$ cat src/rtl/seg_scan_driver.sv
// seg_scan_driver: six-digit multiplexed 7-segment scanner with frame-aligned data latch.
// Define SEG_SCAN_LZB_EN to enable leading-zero blanking.
module seg_scan_driver #(
  parameter int CLK_FREQ       = 50000000,
  parameter int SCAN_FREQ      = 1800,
  parameter bit SEG_ACTIVE_LOW = 1'b1,
  parameter bit CS_ACTIVE_LOW  = 1'b1
) (
  input  logic        clk_50mhz,
  input  logic        rst_,
  input  logic [23:0] bcd_data,
  input  logic        data_load,
  input  logic [5:0]  dp_mask,
  output logic [7:0]  seg_data,
  output logic [5:0]  seg_cs,
  output logic        frame_done
);
  localparam int DIV_R = CLK_FREQ / SCAN_FREQ;
  localparam int DIV = DIV_R < 1 ? 1 : DIV_R;
  localparam int CW = DIV > 1 ? $clog2(DIV) : 1;
  localparam logic [CW-1:0] CNT_MAX = CW'(DIV - 1);

  logic [CW-1:0] cnt_q, cnt_d;
  logic [2:0]    idx_q, idx_d;
  logic          pend_q, pend_d;
  logic [29:0]   pdat_q, pdat_d, shd_q, shd_d;
  logic [7:0]    seg_q, seg_d;
  logic [5:0]    cs_q, cs_d;
  logic          fd_q;
  logic          tick, wrap, blank;
  logic [3:0]    nib;

  function automatic logic [6:0] dec(input logic [3:0] n);
    case (n)
      4'h0: dec = 7'h3F; 4'h1: dec = 7'h06; 4'h2: dec = 7'h5B; 4'h3: dec = 7'h4F;
      4'h4: dec = 7'h66; 4'h5: dec = 7'h6D; 4'h6: dec = 7'h7D; 4'h7: dec = 7'h07;
      4'h8: dec = 7'h7F; 4'h9: dec = 7'h6F; 4'hA: dec = 7'h77; 4'hB: dec = 7'h7C;
      4'hC: dec = 7'h39; 4'hD: dec = 7'h5E; 4'hE: dec = 7'h79; default: dec = 7'h71;
    endcase
  endfunction

  // Shadow ({dp, data}) moves only on the wrap edge; a load on that very edge bypasses pending.
  always_comb begin
    tick   = cnt_q == CNT_MAX;
    wrap   = tick && idx_q == 3'd5;
    cnt_d  = tick ? '0 : cnt_q + 1'b1;
    idx_d  = !tick ? idx_q : wrap ? 3'd0 : idx_q + 3'd1;
    pdat_d = data_load ? {dp_mask, bcd_data} : pdat_q;
    pend_d = wrap ? 1'b0 : pend_q | data_load;
    shd_d  = !wrap ? shd_q : data_load ? {dp_mask, bcd_data} : pend_q ? pdat_q : shd_q;
    nib    = shd_d[{idx_d, 2'b00} +: 4];
`ifdef SEG_SCAN_LZB_EN
    blank  = idx_d != 3'd0 && (shd_d[23:0] >> {idx_d, 2'b00}) == 24'd0;
`else
    blank  = 1'b0;
`endif
    seg_d  = tick ? {shd_d[5'd24 + 5'(idx_d)], blank ? 7'h00 : dec(nib)} : seg_q;
    cs_d   = tick ? 6'b1 << idx_d : cs_q;
  end

  always_ff @(posedge clk_50mhz or negedge rst_) begin
    if (!rst_) begin
      cnt_q  <= '0;
      idx_q  <= '0;
      pend_q <= 1'b0;
      pdat_q <= '0;
      shd_q  <= '0;
      seg_q  <= '0;
      cs_q   <= '0;
      fd_q   <= 1'b0;
    end else begin
      cnt_q  <= cnt_d;
      idx_q  <= idx_d;
      pend_q <= pend_d;
      pdat_q <= pdat_d;
      shd_q  <= shd_d;
      seg_q  <= seg_d;
      cs_q   <= cs_d;
      fd_q   <= wrap;
    end
  end

  assign seg_data   = seg_q ^ {8{SEG_ACTIVE_LOW}};
  assign seg_cs     = cs_q ^ {6{CS_ACTIVE_LOW}};
  assign frame_done = fd_q;
endmodule
$ cat config.mk
export PLATFORM = sky130hd
export DESIGN_NAME = seg_scan_driver
export DESIGN_NICKNAME = d
export VERILOG_FILES = /design/src/rtl/seg_scan_driver.sv
export SDC_FILE = /design/constraint.sdc
export NUM_CORES = 1
export LEC_CHECK = 0
export ABC_CLOCK_PERIOD_IN_PS = 3800
export BUFFER_PORTS_ARGS = -buffer_cell sky130_fd_sc_hd__clkbuf_2
export CORE_AREA = 2 2 100 102
export CTS_CLUSTER_DIAMETER = 30
export DETAILED_ROUTE_END_ITERATION = 8
export DIE_AREA = 0 0 102 104
export GPL_TIMING_DRIVEN = 1
export PLACE_DENSITY_LB_ADDON = 0.1
export SETUP_SLACK_MARGIN = 0.5
export SLEW_MARGIN = 20
export SYNTH_ARGS = -nofsm -noshare
export SYNTH_HDL_FRONTEND = slang
export SYNTH_SLANG_ARGS = --single-unit
export TNS_END_PERCENT = 5
$ cat constraint.sdc
create_clock -name clk_50mhz -period 3.8 [get_ports clk_50mhz]
set_input_delay 0.38 -clock clk_50mhz [delete_from_list [all_inputs] [get_ports clk_50mhz]]
set_output_delay 0.38 -clock clk_50mhz [all_outputs]
set_load 0.005 [all_outputs]
Yosys cells after proc, flatten, opt, wreduce, memory -nomap -nowiden
Memory sizes are Yosys's and may differ from the RTL's. A register that Yosys moved wholly into a read port is not among the register bits.
Cells that the tools add are included.
{"block": "word_totals", "reg_bits": 94, "mem_bits_ro": 112, "in_bits": 33, "output_inout_bits": 15, "n_memories": 1}
{"name": "(name not given)", "words": 16, "width": 7, "rd": 1, "rd_ports_with_merged_regs": 1, "wr": 0, "line": "34", "text": "case (n)"}
{"block": "op_classes", "addsub": 3, "magnitude_cmp": 1, "n_eq_ne": 2, "shift": 2, "muxes": 9, "n_bitwise": 3, "reduce_logical": 2}
{"op": "30-bit 2-to-1 mux", "count": 3}
{"op": "30-bit by 6-bit indexed part select with 4-bit output", "count": 1}
{"op": "15-bit by 1-bit adder with 15-bit output (second input constant)", "count": 1}
{"op": "15-bit equality test (second input constant)", "count": 1}
{"op": "15-bit 2-to-1 mux", "count": 1}
{"op": "8-bit NOT", "count": 1}
{"op": "5-bit by 6-bit < comparator with 1-bit output (second input constant)", "count": 1}
{"op": "3-bit 2-to-1 mux", "count": 2}
{"op": "6-bit NOT", "count": 1}
{"op": "1-bit by 3-bit << shifter with 6-bit output (first input constant)", "count": 1}
{"op": "4-bit by 4-bit adder with 5-bit output (first input constant)", "count": 1}
{"op": "1-bit binary-select mux with 5-bit select", "count": 1}
{"op": "3-bit by 1-bit adder with 3-bit output (second input constant)", "count": 1}
{"op": "3-bit equality test (second input constant)", "count": 1}
{"op": "1-bit 2-to-1 mux", "count": 2}
{"op": "1-bit logical AND", "count": 1}
{"op": "1-bit logical NOT", "count": 1}
{"op": "1-bit bitwise OR", "count": 1}

Depth between registers and ports, before layout
Gate-level depths: netlist (run 1).
{"block": "depth", "depth_word": 7, "depth_mapped": 18, "ltp_nobuf": 16}

Least setup slack after synthesis (run 1)
No wires, ideal clock.
{"block": "synth_path", "path_type": "register to register", "startpoint": "register cnt_q[2]", "endpoint": "register seg_q[1]", "setup_ns": 0.136, "arrival_time_ns": 3.582, "t_required_ns": 3.664, "setup_slack_ns": 0.082, "path_stages_with_launch": 14, "n_path_buf": 2, "cell_sequence": "dfrtp_1 -> or4b_4 -> or4_4 -> buf_6 -> nor2_4 -> buf_2 -> mux2_2 -> mux2i_1 -> nand2_1 -> a2bb2oi_1 -> ha_1 -> mux2_1 -> nor2_1 -> o31ai_1"}
{"element": "from (decl)", "line": "23", "text": "logic [CW-1:0] cnt_q, cnt_d;"}
{"element": "from (signal assigned)", "line": "72", "text": "cnt_q <= cnt_d;"}
{"element": "15-bit equality test", "line": "44", "text": "tick = cnt_q == CNT_MAX;"}
{"element": "1-bit logical AND", "line": "45", "text": "wrap = tick && idx_q == 3'd5;"}
{"element": "30-bit 2-to-1 mux", "line": "50", "text": "shd_d = !wrap ? shd_q : data_load ? {dp_mask, bcd_data} : pend_q ? pdat_q : shd_q;"}
{"element": "via shd_d[17]", "line": "26", "text": "logic [29:0] pdat_q, pdat_d, shd_q, shd_d;"}
{"element": "30-bit by 6-bit indexed part select with 4-bit output", "line": "51", "text": "nib = shd_d[{idx_d, 2'b00} +: 4];"}
{"element": "to (decl)", "line": "27", "text": "logic [7:0] seg_q, seg_d;"}
The timed path passes the listed nets, and every way through them passes these cells.
A chain may end at the register's enable or synchronous reset.

Worst setup path after layout (run 1)
{"block": "layout_path", "startpoint": "register cnt_q[4]", "endpoint": "register seg_q[1]"}
Same word-level chain as after synthesis.

==> flow_summary.toml, run 1 <==
[detailed_routing]
vias = 3300
firstDrtPassIters = 4
postRouteAntennaNets = 0
post_drt_wl_per_cell_um = 15.6
drc = 0
detail_route.wirelength_um = 9900
via_per_inst = 5.21
1st_iter_drt_viols = 144

[layout]
final_nets = 539
antenna_cells_inserted = 0
fillCellCount = 870
finish.utilization_pct = 58.5
drive_gt1_share_pct = 36.6
stdcell_count = 633
final_cell_area_um2 = 5590
syn2layout_area_growth_pct = 21.3

[power_and_ir_drop]
ir_drop_uv = 178
power_density_nw_per_um2 = 312
totalPowerFinal_mw = 1.74
total_leakage_power_nw = 2.76

[clock_network]
cts_made_buffers = 9
htree_num_levels = 3
clkLatencyLatePin_ps = 370
cts_tree = "built"
clock_tree.root_cell = "clkbuf_8"
clkSinkCount = 94
worst_setup_hold_path_clk_slew_ps = 100
ctsHoldBuffers = 0
ctsLongestPathBuffers = 2

[critical_path]
critical_path_peak_fanout = 5
setup.worst_path.start_class = "register"
r2r.worst_path.cells = 11
worst-endpoint-arrival_ps = 3700
worst-setup-path-type = "reg2reg"
critPathCaptureType = "register"
crit_required_ps = 4060

[floorplanning]
pin_count = 48
core_region_area_um2 = 9550
die_w_um = 102
die_height_um = 104
initial_core_util_pct = 48.3
core.rowCount = 36
dieArea_um2 = 10600

[hold_path]
hold_path_class = "in2async"

[logic_synthesis]
yosys_warnings = 0
yosys.cell_types.count = 61
synth_largest_type_area_fraction_pct = 51.0
synth-main-ff-cell = "dfrtp_1"
async_flop_share_pct = 100
postSynthCellCount = 412
synth_seq_area_share_pct = 51.0
ys_seq_elements = 94
synth_area_per_cell_um2 = 11.2
post_synthesis_net_count = 456
synth_enable_flop_cells = 0
syn-cell-area_um2 = 4610
synth_area_leader_cell = "dfrtp_1"
largest_cells_by_area_after_synthesis = "dfrtp_1 51%, mux2_2 9.8%, mux2i_1 4.3%"

[placement]
dp_slack_ps = 107
dp_hpwl_um = 6780
routabilityCongestion = 0.841
post_dp_cell_area_um2 = 5080
place.port_buffers = 47
placed_cells = 589

[sta]
fin_ws_ps = 354
timing.clock.skew_ps = 9.24
finalMaxSlewViolations = 0
maxSlewHeadroom_pct = 35.0
whs_ps = 169
final.period_utilization_pct = 90.7
fmaxAchievable_mhz = 290
setup_total_negative_slack_ps = 0
grt_setup_unrepaired = "true"
timing_worst_slew_pin_value_ps = 975
finalHoldViolations = 0
report.final.setup_viol = 0
timing.final.crit_period_ps = 3450

[grt]
overflow_after_grt = 0
antenna_found_initial = 0
grt_usage_pct = 20.1
first_global_vias = 3298
grt_start_max_net_pins = 80
grt_first_pass_wirelength_um = 16700

[flow_run]
drv_cap = 0

[status]
run_status = "complete, no violations"
-- cell usage after synthesis (7+ instances only) --
| library cell | number |
|---|---|
| dfrtp_1 | 94 |
| mux2_2 | 40 |
| nand2_1 | 40 |
| inv_1 | 30 |
| nor2_1 | 28 |
| mux2i_1 | 20 |
| a21oi_1 | 13 |
| o21ai_0 | 13 |
| ha_1 | 11 |
| nand3_1 | 11 |
| clkbuf_1 | 9 |
| xor2_1 | 7 |
-- placed cells by master (no fill, tap or decap), types with 3 or more instances in the layout --
cell,synthesis,routed
a21oi_1,13,12
a31oi_1,3,3
clkbuf_8,0,9
mux2_4,1,6
nand4_1,3,3
o21ai_0,13,11
nand3_1,11,11
dfrtp_1,94,94
and2_1,4,4
mux2i_1,20,16
inv_2,2,3
and3_1,6,6
xnor2_1,6,6
nor2_1,28,27
clkbuf_2,0,46
mux2_2,40,37
xor2_1,7,7
ha_1,11,9
buf_4,1,42
o22ai_1,3,3
a21o_1,5,5
nand2_1,40,38
mux2i_4,0,3
clkinv_2,0,3
inv_1,30,29
o21ai_1,3,5
nor3_1,5,5
-- final timing paths --
kind,to,slack (ps),from
worst max-delay path,seg_q[1],350,cnt_q[4]
max in group asynchronous,cnt_q[0],2850,rst_
worst min register to register,cnt_q[0],460,cnt_q[0]
worst min-delay path,pdat_q[1],170,rst_
worst max register to register,seg_q[1],350,cnt_q[4]
min in group clk_50mhz,pdat_q[4],240,bcd_data[4]
-- flip-flops by register name, indices dropped and copies added, names as in the netlist --
signal / count
cnt_q: 15
cs_q: 6
frame_done: 1
idx_q: 3
pdat_q: 30
pend_q: 1
seg_q: 8
shd_q: 30
-- logic make-up (layout without fill, tap and decap cells) --
logic type	after synthesis	in the layout	share of synthesized area, %
compound gates	68	68	11.2
xor+xnor	13	13	2.47
fa+ha+maj	11	11	2.99
buf+inv	52	140	4.89
flops	94	94	51.0
mux	64	64	15.5
simple gates	110	110	11.9
-- what timing repair did --
| item | 4_1_cts | 5_1_grt |
|---|---|---|
| setup endpoints to repair | 7 | 7 |
| pin swaps | 15 | 5 |
| buffers inserted | 24 | 4 |
| gates cloned | 0 | 0 |
| resized for setup | 30 | 0 |
-- critical path, stage by stage, from the launching register on --
cell,delay (ps)
dfrtp_1,410
or4_4,570
or4_4,620
nor2_4,230
mux2_4,330
mux2i_1,130
nand2_1,100
a2bb2oi_4,260
ha_4,240
mux2_4,270
nor2_2,100
o31ai_1,70
-- where the power goes --
part           switching, mW  internal (mW)
sequential           0.00800           1.03
clock                  0.371          0.240
combinational         0.0520         0.0422
total                  0.431           1.31
-- layer usage --
| metal | share of wire (%) | routed length [um] | global-route usage, % |
|---|---|---|---|
| met1 | 47 | 4610 | 28.7 |
| met2 | 49 | 4820 | 31.5 |
| met3 | 3.6 | 353 | 3.63 |
| met4 | 1.1 | 112 | 5.71 |
| met5 | 0 | 0 | 0 |
-- cell type report --
| class | count | area [um^2] | share of cell area, % |
|---|---|---|---|
| tap | 133 | 166 | 2.98 |
| inverter | 32 | 120 | 2.15 |
| timing repair buffer | 92 | 603 | 10.8 |
| clock inverter | 7 | 48.8 | 0.873 |
| sequential | 94 | 2350 | 42.1 |
| multi-input combinational | 266 | 2180 | 38.9 |
| clock buffer | 9 | 124 | 2.22 |
(Power assumes the default switching activity.)
==> run 2: changes to the inputs <==
--- a/config.mk
+++ b/config.mk
@@ -7,14 +7,14 @@
 export LEC_CHECK = 0
 export ABC_CLOCK_PERIOD_IN_PS = 3800
 export BUFFER_PORTS_ARGS = -buffer_cell sky130_fd_sc_hd__clkbuf_2
-export CORE_AREA = 2 2 100 102
+export CORE_AREA = 5 5 103 105
 export CTS_CLUSTER_DIAMETER = 30
 export DETAILED_ROUTE_END_ITERATION = 8
-export DIE_AREA = 0 0 102 104
+export DIE_AREA = 0 0 108 110
 export GPL_TIMING_DRIVEN = 1
 export PLACE_DENSITY_LB_ADDON = 0.1
 export SETUP_SLACK_MARGIN = 0.5
-export SLEW_MARGIN = 20
+export SLEW_MARGIN = 15
 export SYNTH_ARGS = -nofsm -noshare
 export SYNTH_HDL_FRONTEND = slang
 export SYNTH_SLANG_ARGS = --single-unit
==> flow_summary.toml, run 2 (synthesized netlist as in run 1, its figures left out) <==
[layout]
finish.utilization_pct = 59.9
antenna_cells_inserted = 0
final_nets = 544
top_registers = "pdat_q (30), shd_q (30), cnt_q (15)"
syn2layout_area_growth_pct = 24.2
final_cell_area_um2 = 5720
fillCellCount = 848
most-common-layout-cells = "94 x dfrtp_1, 46 x clkbuf_2, 41 x buf_4"
drive_gt1_share_pct = 38.6
layout.cells.most_common = "dfrtp_1"
stdcell_count = 638

[critical_path]
r2r.worst_path.cells = 11
worst-endpoint-arrival_ps = 3800
crit_slowest_cell = "or4_4"
critPathCaptureType = "register"
setup.worst_path.start_class = "register"
critPathTopFamily = "simple AND/OR/NAND/NOR gates"
r2r-start = "cnt_q[8]"
crit_required_ps = 4050
critical_path_peak_fanout = 7
worst-setup-path-type = "reg2reg"
cp_slowest_stage_delay_ps = 650
critical_path.reg2reg.endpoint = "seg_q[1]"
worstPathBufferInverterCount = 2
regToRegSetupSlack_ps = 250
worst_path_cell_trace = "or4b_4, or4_4, buf_6, o21a_4, buf_6, a211oi_4, a2bb2oi_4, ha_4, mux2_4, nor2_4, o31ai_2"
cpMostUsedCell = "buf_6"

[sta]
report.final.setup_viol = 0
grt_setup_unrepaired = "true"
timing_worst_slew_pin_value_ps = 843
maxSlewHeadroom_pct = 43.8
finalMaxSlewViolations = 0
setup_total_negative_slack_ps = 0
timing.clock.skew_ps = 14.9
finalHoldViolations = 0
timing.final.crit_period_ps = 3550
final.period_utilization_pct = 93.3
fmaxAchievable_mhz = 282

[floorplanning]
die_w_um = 108
initial_core_util_pct = 48.3
core_region_area_um2 = 9550
dieArea_um2 = 11900
core.rowCount = 36
pin_count = 48
die_height_um = 110

[grt]
antenna_found_initial = 0
grt_first_pass_wirelength_um = 16600
overflow_after_grt = 0
grt_usage_pct = 18.1
grt_start_max_net_pins = 70
first_global_vias = 3362

[status]
run_status = "complete, no violations"

[clock_network]
cts_made_buffers = 9
cts_tree = "built"
htree_num_levels = 3
ctsLongestPathBuffers = 2
clock_tree.root_cell = "clkbuf_8"
worst_setup_hold_path_clk_slew_ps = 100
clkLatencyLatePin_ps = 370
clkSinkCount = 94

[detailed_routing]
1st_iter_drt_viols = 126
post_drt_wl_per_cell_um = 15.7
vias = 3269
via_per_inst = 5.12
postRouteAntennaNets = 0
drc = 0
detail_route.wirelength_um = 10000
firstDrtPassIters = 4

[power_and_ir_drop]
ir_drop_uv = 192
p_int_mw = 1.45
power_switching_share_pct = 23.0
comb_power_share_pct = 5.1
total_leakage_power_nw = 2.79
total_switching_power_mw = 0.433
power.share.sequential_pct = 55.1
pwr-share-clk_pct = 39.9
power_density_nw_per_um2 = 329
totalPowerFinal_mw = 1.89

[placement]
dp_hpwl_um = 6970
post_dp_cell_area_um2 = 5100
routabilityCongestion = 0.876
place.port_buffers = 47
placed_cells = 591

[hold_path]
hold_path_class = "in2async"

[flow_run]
drv_cap = 0
run 2: metal layers:
metal,global-route usage [%],part of all wire (%)
met5,0,0
met4,7.48,2.3
met3,3.49,2.9
met2,28.3,47
met1,25.0,48
run 2: power groups by stage:
stage,clock network (mW),registers [mW],logic (mW)
2_1_floorplan,0,1.06,0.0468
5_1_grt,0.818,1.04,0.109
3_5_place_dp,0,1.06,0.0983
6_report,0.752,1.04,0.0954
4_1_cts,0.776,1.04,0.0994
3_3_place_gp,0,1.06,0.0963
run 2: worst reg2reg max path: cells and delay by family (launching register included):
family                     cells  cell delay [ps]
and+or+nand+nor                3             1310
AOI/OAI and AO/OA              4              870
DFF                            1              390
buffers and inverters          2              310
muxes                          1              280
adders and majority gates      1              250
run 2: layout make-up:
type	count	area, um^2	area share, %
repair buffers	97	657	11.5
multi-input cells	266	2190	38.3
clock buffers	9	124	2.16
inverters	32	128	2.23
well taps	133	166	2.91
clock inverters	7	103	1.79
flip-flops and latches	94	2350	41.1
run 2: through the flow:
step	setup WS, ps	hold WS [ps]
after floorplan	303	84.4
after global placement	80.7	464
after detailed placement	71.6	469
after CTS	344	130
after global routing	157	155
final	253	105
run 2: how the worst max path moves through the flow:
stage / slack (ps) / from / endpoint / cells after the start
2_1_floorplan: 300 / cnt_q[9] / seg_q[0] / 13
3_3_place_gp: 80 / cnt_q[9] / seg_q[1] / 11
3_5_place_dp: 70 / cnt_q[9] / seg_q[1] / 11
4_1_cts: 340 / cnt_q[6] / seg_q[1] / 11
5_1_grt: 160 / cnt_q[8] / seg_q[1] / 15
6_report: 250 / cnt_q[8] / seg_q[1] / 11
run 2: repair_timing:
action | 4_1_cts | 5_1_grt
gates resized for setup | 23 | 25
setup buffers | 21 | 9
cloned | 1 | 0
pin swaps | 10 | 16
hold buffers | 0 | 0
endpoints found under the setup margin | 7 | 8
==> run 3: changes to the inputs <==
--- a/config.mk
+++ b/config.mk
@@ -11,9 +11,7 @@
 export CTS_CLUSTER_DIAMETER = 30
 export DETAILED_ROUTE_END_ITERATION = 8
 export DIE_AREA = 0 0 108 110
-export GPL_TIMING_DRIVEN = 1
 export PLACE_DENSITY_LB_ADDON = 0.1
-export SETUP_SLACK_MARGIN = 0.5
 export SLEW_MARGIN = 15
 export SYNTH_ARGS = -nofsm -noshare
 export SYNTH_HDL_FRONTEND = slang
==> flow_summary.toml, run 3 (synthesized netlist as in run 1, its figures left out) <==
[status]
run_status = "complete, no violations"

[layout]
syn2layout_area_growth_pct = 16.2
layout.cells.most_common = "dfrtp_1"
drive_gt1_share_pct = 31.0
most-common-layout-cells = "94 x dfrtp_1, 46 x clkbuf_2, 40 x nand2_1, 40 x mux2_2, 30 x inv_1"
antenna_cells_inserted = 0
finish.utilization_pct = 56.1
final_nets = 518
final_cell_area_um2 = 5350
top_registers = "pdat_q (30), shd_q (30), cnt_q (15)"

[grt]
gr-usage-met1_pct = 25.3
first_global_vias = 3160
global_route_hottest_layer = "met2"
groute.layer.met3.usage_pct = 3.44
grt_usage_pct = 17.8
overflow_after_grt = 0
global_route.usage.met2_pct = 27.4
grt_first_pass_wirelength_um = 16200
antenna_found_initial = 0
grt_start_max_net_pins = 81

[sta]
final.period_utilization_pct = 96.8
timing_worst_slew_pin_value_ps = 1010
finalMaxSlewViolations = 0
maxSlewHeadroom_pct = 32.4
timing.final.crit_period_ps = 3680
report.final.setup_viol = 0
grt_setup_unrepaired = "true"
finalHoldViolations = 0
timing.clock.skew_ps = 13.6
setup_total_negative_slack_ps = 0
fmaxAchievable_mhz = 272

[power_and_ir_drop]
total_leakage_power_nw = 2.62
comb_power_share_pct = 5.3
p_int_mw = 1.39
power_density_nw_per_um2 = 338
power_switching_share_pct = 22.9
power.share.sequential_pct = 57.5
pwr-share-clk_pct = 37.2
total_switching_power_mw = 0.413
ir_drop_uv = 161

[clock_network]
worst_setup_hold_path_clk_slew_ps = 90
clock_tree.root_cell = "clkbuf_8"
clkSinkCount = 94
ctsHoldBuffers = 0
cts_tree = "built"
cts_made_buffers = 9
htree_num_levels = 3
ctsLongestPathBuffers = 2
clkLatencyLatePin_ps = 370

[critical_path]
critical_path_peak_fanout = 7
worst_path_cell_trace = "or4_4, or4_4, nor2_4, a21oi_4, inv_4, mux2_2, mux2i_4, nand2_1, o21a_1, ha_2, mux2_1, o221a_1, o22ai_2"
crit_required_ps = 4090
crit_slowest_cell = "or4_4"
critPathCaptureType = "register"
worst-setup-path-type = "reg2reg"
setup.worst_path.start_class = "register"
cpMostUsedCell = "or4_4"
cp_slowest_stage_delay_ps = 650
worst-endpoint-arrival_ps = 3970

[detailed_routing]
post_drt_wl_per_cell_um = 15.9
drc = 0
postRouteAntennaNets = 0
1st_iter_drt_viols = 105
detail_route.wirelength_um = 9720
vias = 3161
via_per_inst = 5.17
firstDrtPassIters = 4

[placement]
routabilityCongestion = 0.824
place.port_buffers = 47
dp_hpwl_um = 7050
post_dp_cell_area_um2 = 5090

[floorplanning]
core_region_area_um2 = 9550
die_height_um = 110
initial_core_util_pct = 48.3
pin_count = 48
core.rowCount = 36
die_w_um = 108
dieArea_um2 = 11900

[flow_run]
drv_cap = 0

[hold_path]
hold_path_class = "in2async"
-- run 3: cell types whose count changed in the layout (fill, tap and decap cells not counted), moves of 3 or more --
cell	before	now
nand2_1	37	40
buf_6	7	1
mux2_2	37	40
mux2i_2	3	0
a21oi_1	10	13
a21oi_2	3	0
buf_4	41	22
mux2_4	6	1
-- run 3: layout make-up --
type	count	area [um^2]
clock buffers	10	138
flip-flops and latches	94	2350
inverters	32	123
well taps	133	166
clock inverters	5	58.8
fillers	873	4200
multi-input cells	266	2070
repair buffers	71	447
-- run 3: worst paths after layout --
path / startpoint / endpoint / slack, ps / cells past startpoint
max: cnt_q[3] / seg_q[0] / 120 / 13
min: rst_ / pdat_q[24] / 190 / 1
max reg2reg: cnt_q[3] / seg_q[0] / 120 / 13
min reg2reg: pdat_q[4] / pdat_q[4] / 490 / 2
max in group asynchronous: rst_ / seg_q[1] / 2810 / 2
min in group clk_50mhz: bcd_data[16] / pdat_q[16] / 250 / 3
-- run 3: critical path, delay by kind of cell (launching register included) --
| family | cells | cell delay [ps] |
|---|---|---|
| AOI/OAI and AO/OA | 4 | 530 |
| adders and majority gates | 1 | 220 |
| buffers and inverters | 1 | 100 |
| DFF | 1 | 430 |
| muxes | 3 | 840 |
| and+or+nand+nor | 4 | 1490 |
-- run 3: repair_timing --
item / 4_1_cts / 5_1_grt
pin swaps: 0 / 2
resized for setup: 2 / 11
endpoints found under the setup margin: 1 / 6
setup buffers: 0 / 3
cloned: 0 / 0
-- run 3: stage by stage --
step	total power [mW]	instances	worst slack, ps	hold WS [ps]
global placement	1.15	593	83.2	463
detailed placement	1.16	593	25.6	469
floorplan	1.10	412	82.0	84.4
finish	1.81	611	122	187
global route	1.88	611	-19.3	248
CTS	1.83	608	31.1	212
-- run 3: metal layers --
| layer | routed length [um] | vias to the layer above |
|---|---|---|
| li1 | - | 1554 |
| met1 | 4760 | 1544 |
| met2 | 4440 | 53 |
| met3 | 364 | 10 |
| met4 | 154 | 0 |
| met5 | 0 | - |
-- run 3: power by group through the flow --
stage | logic (mW) | registers, mW | clock network [mW]
floorplan | 0.0468 | 1.06 | 0
finish | 0.0953 | 1.04 | 0.673
CTS | 0.0983 | 1.04 | 0.695
global placement | 0.0960 | 1.06 | 0
global route | 0.109 | 1.04 | 0.729
detailed placement | 0.0974 | 1.06 | 0
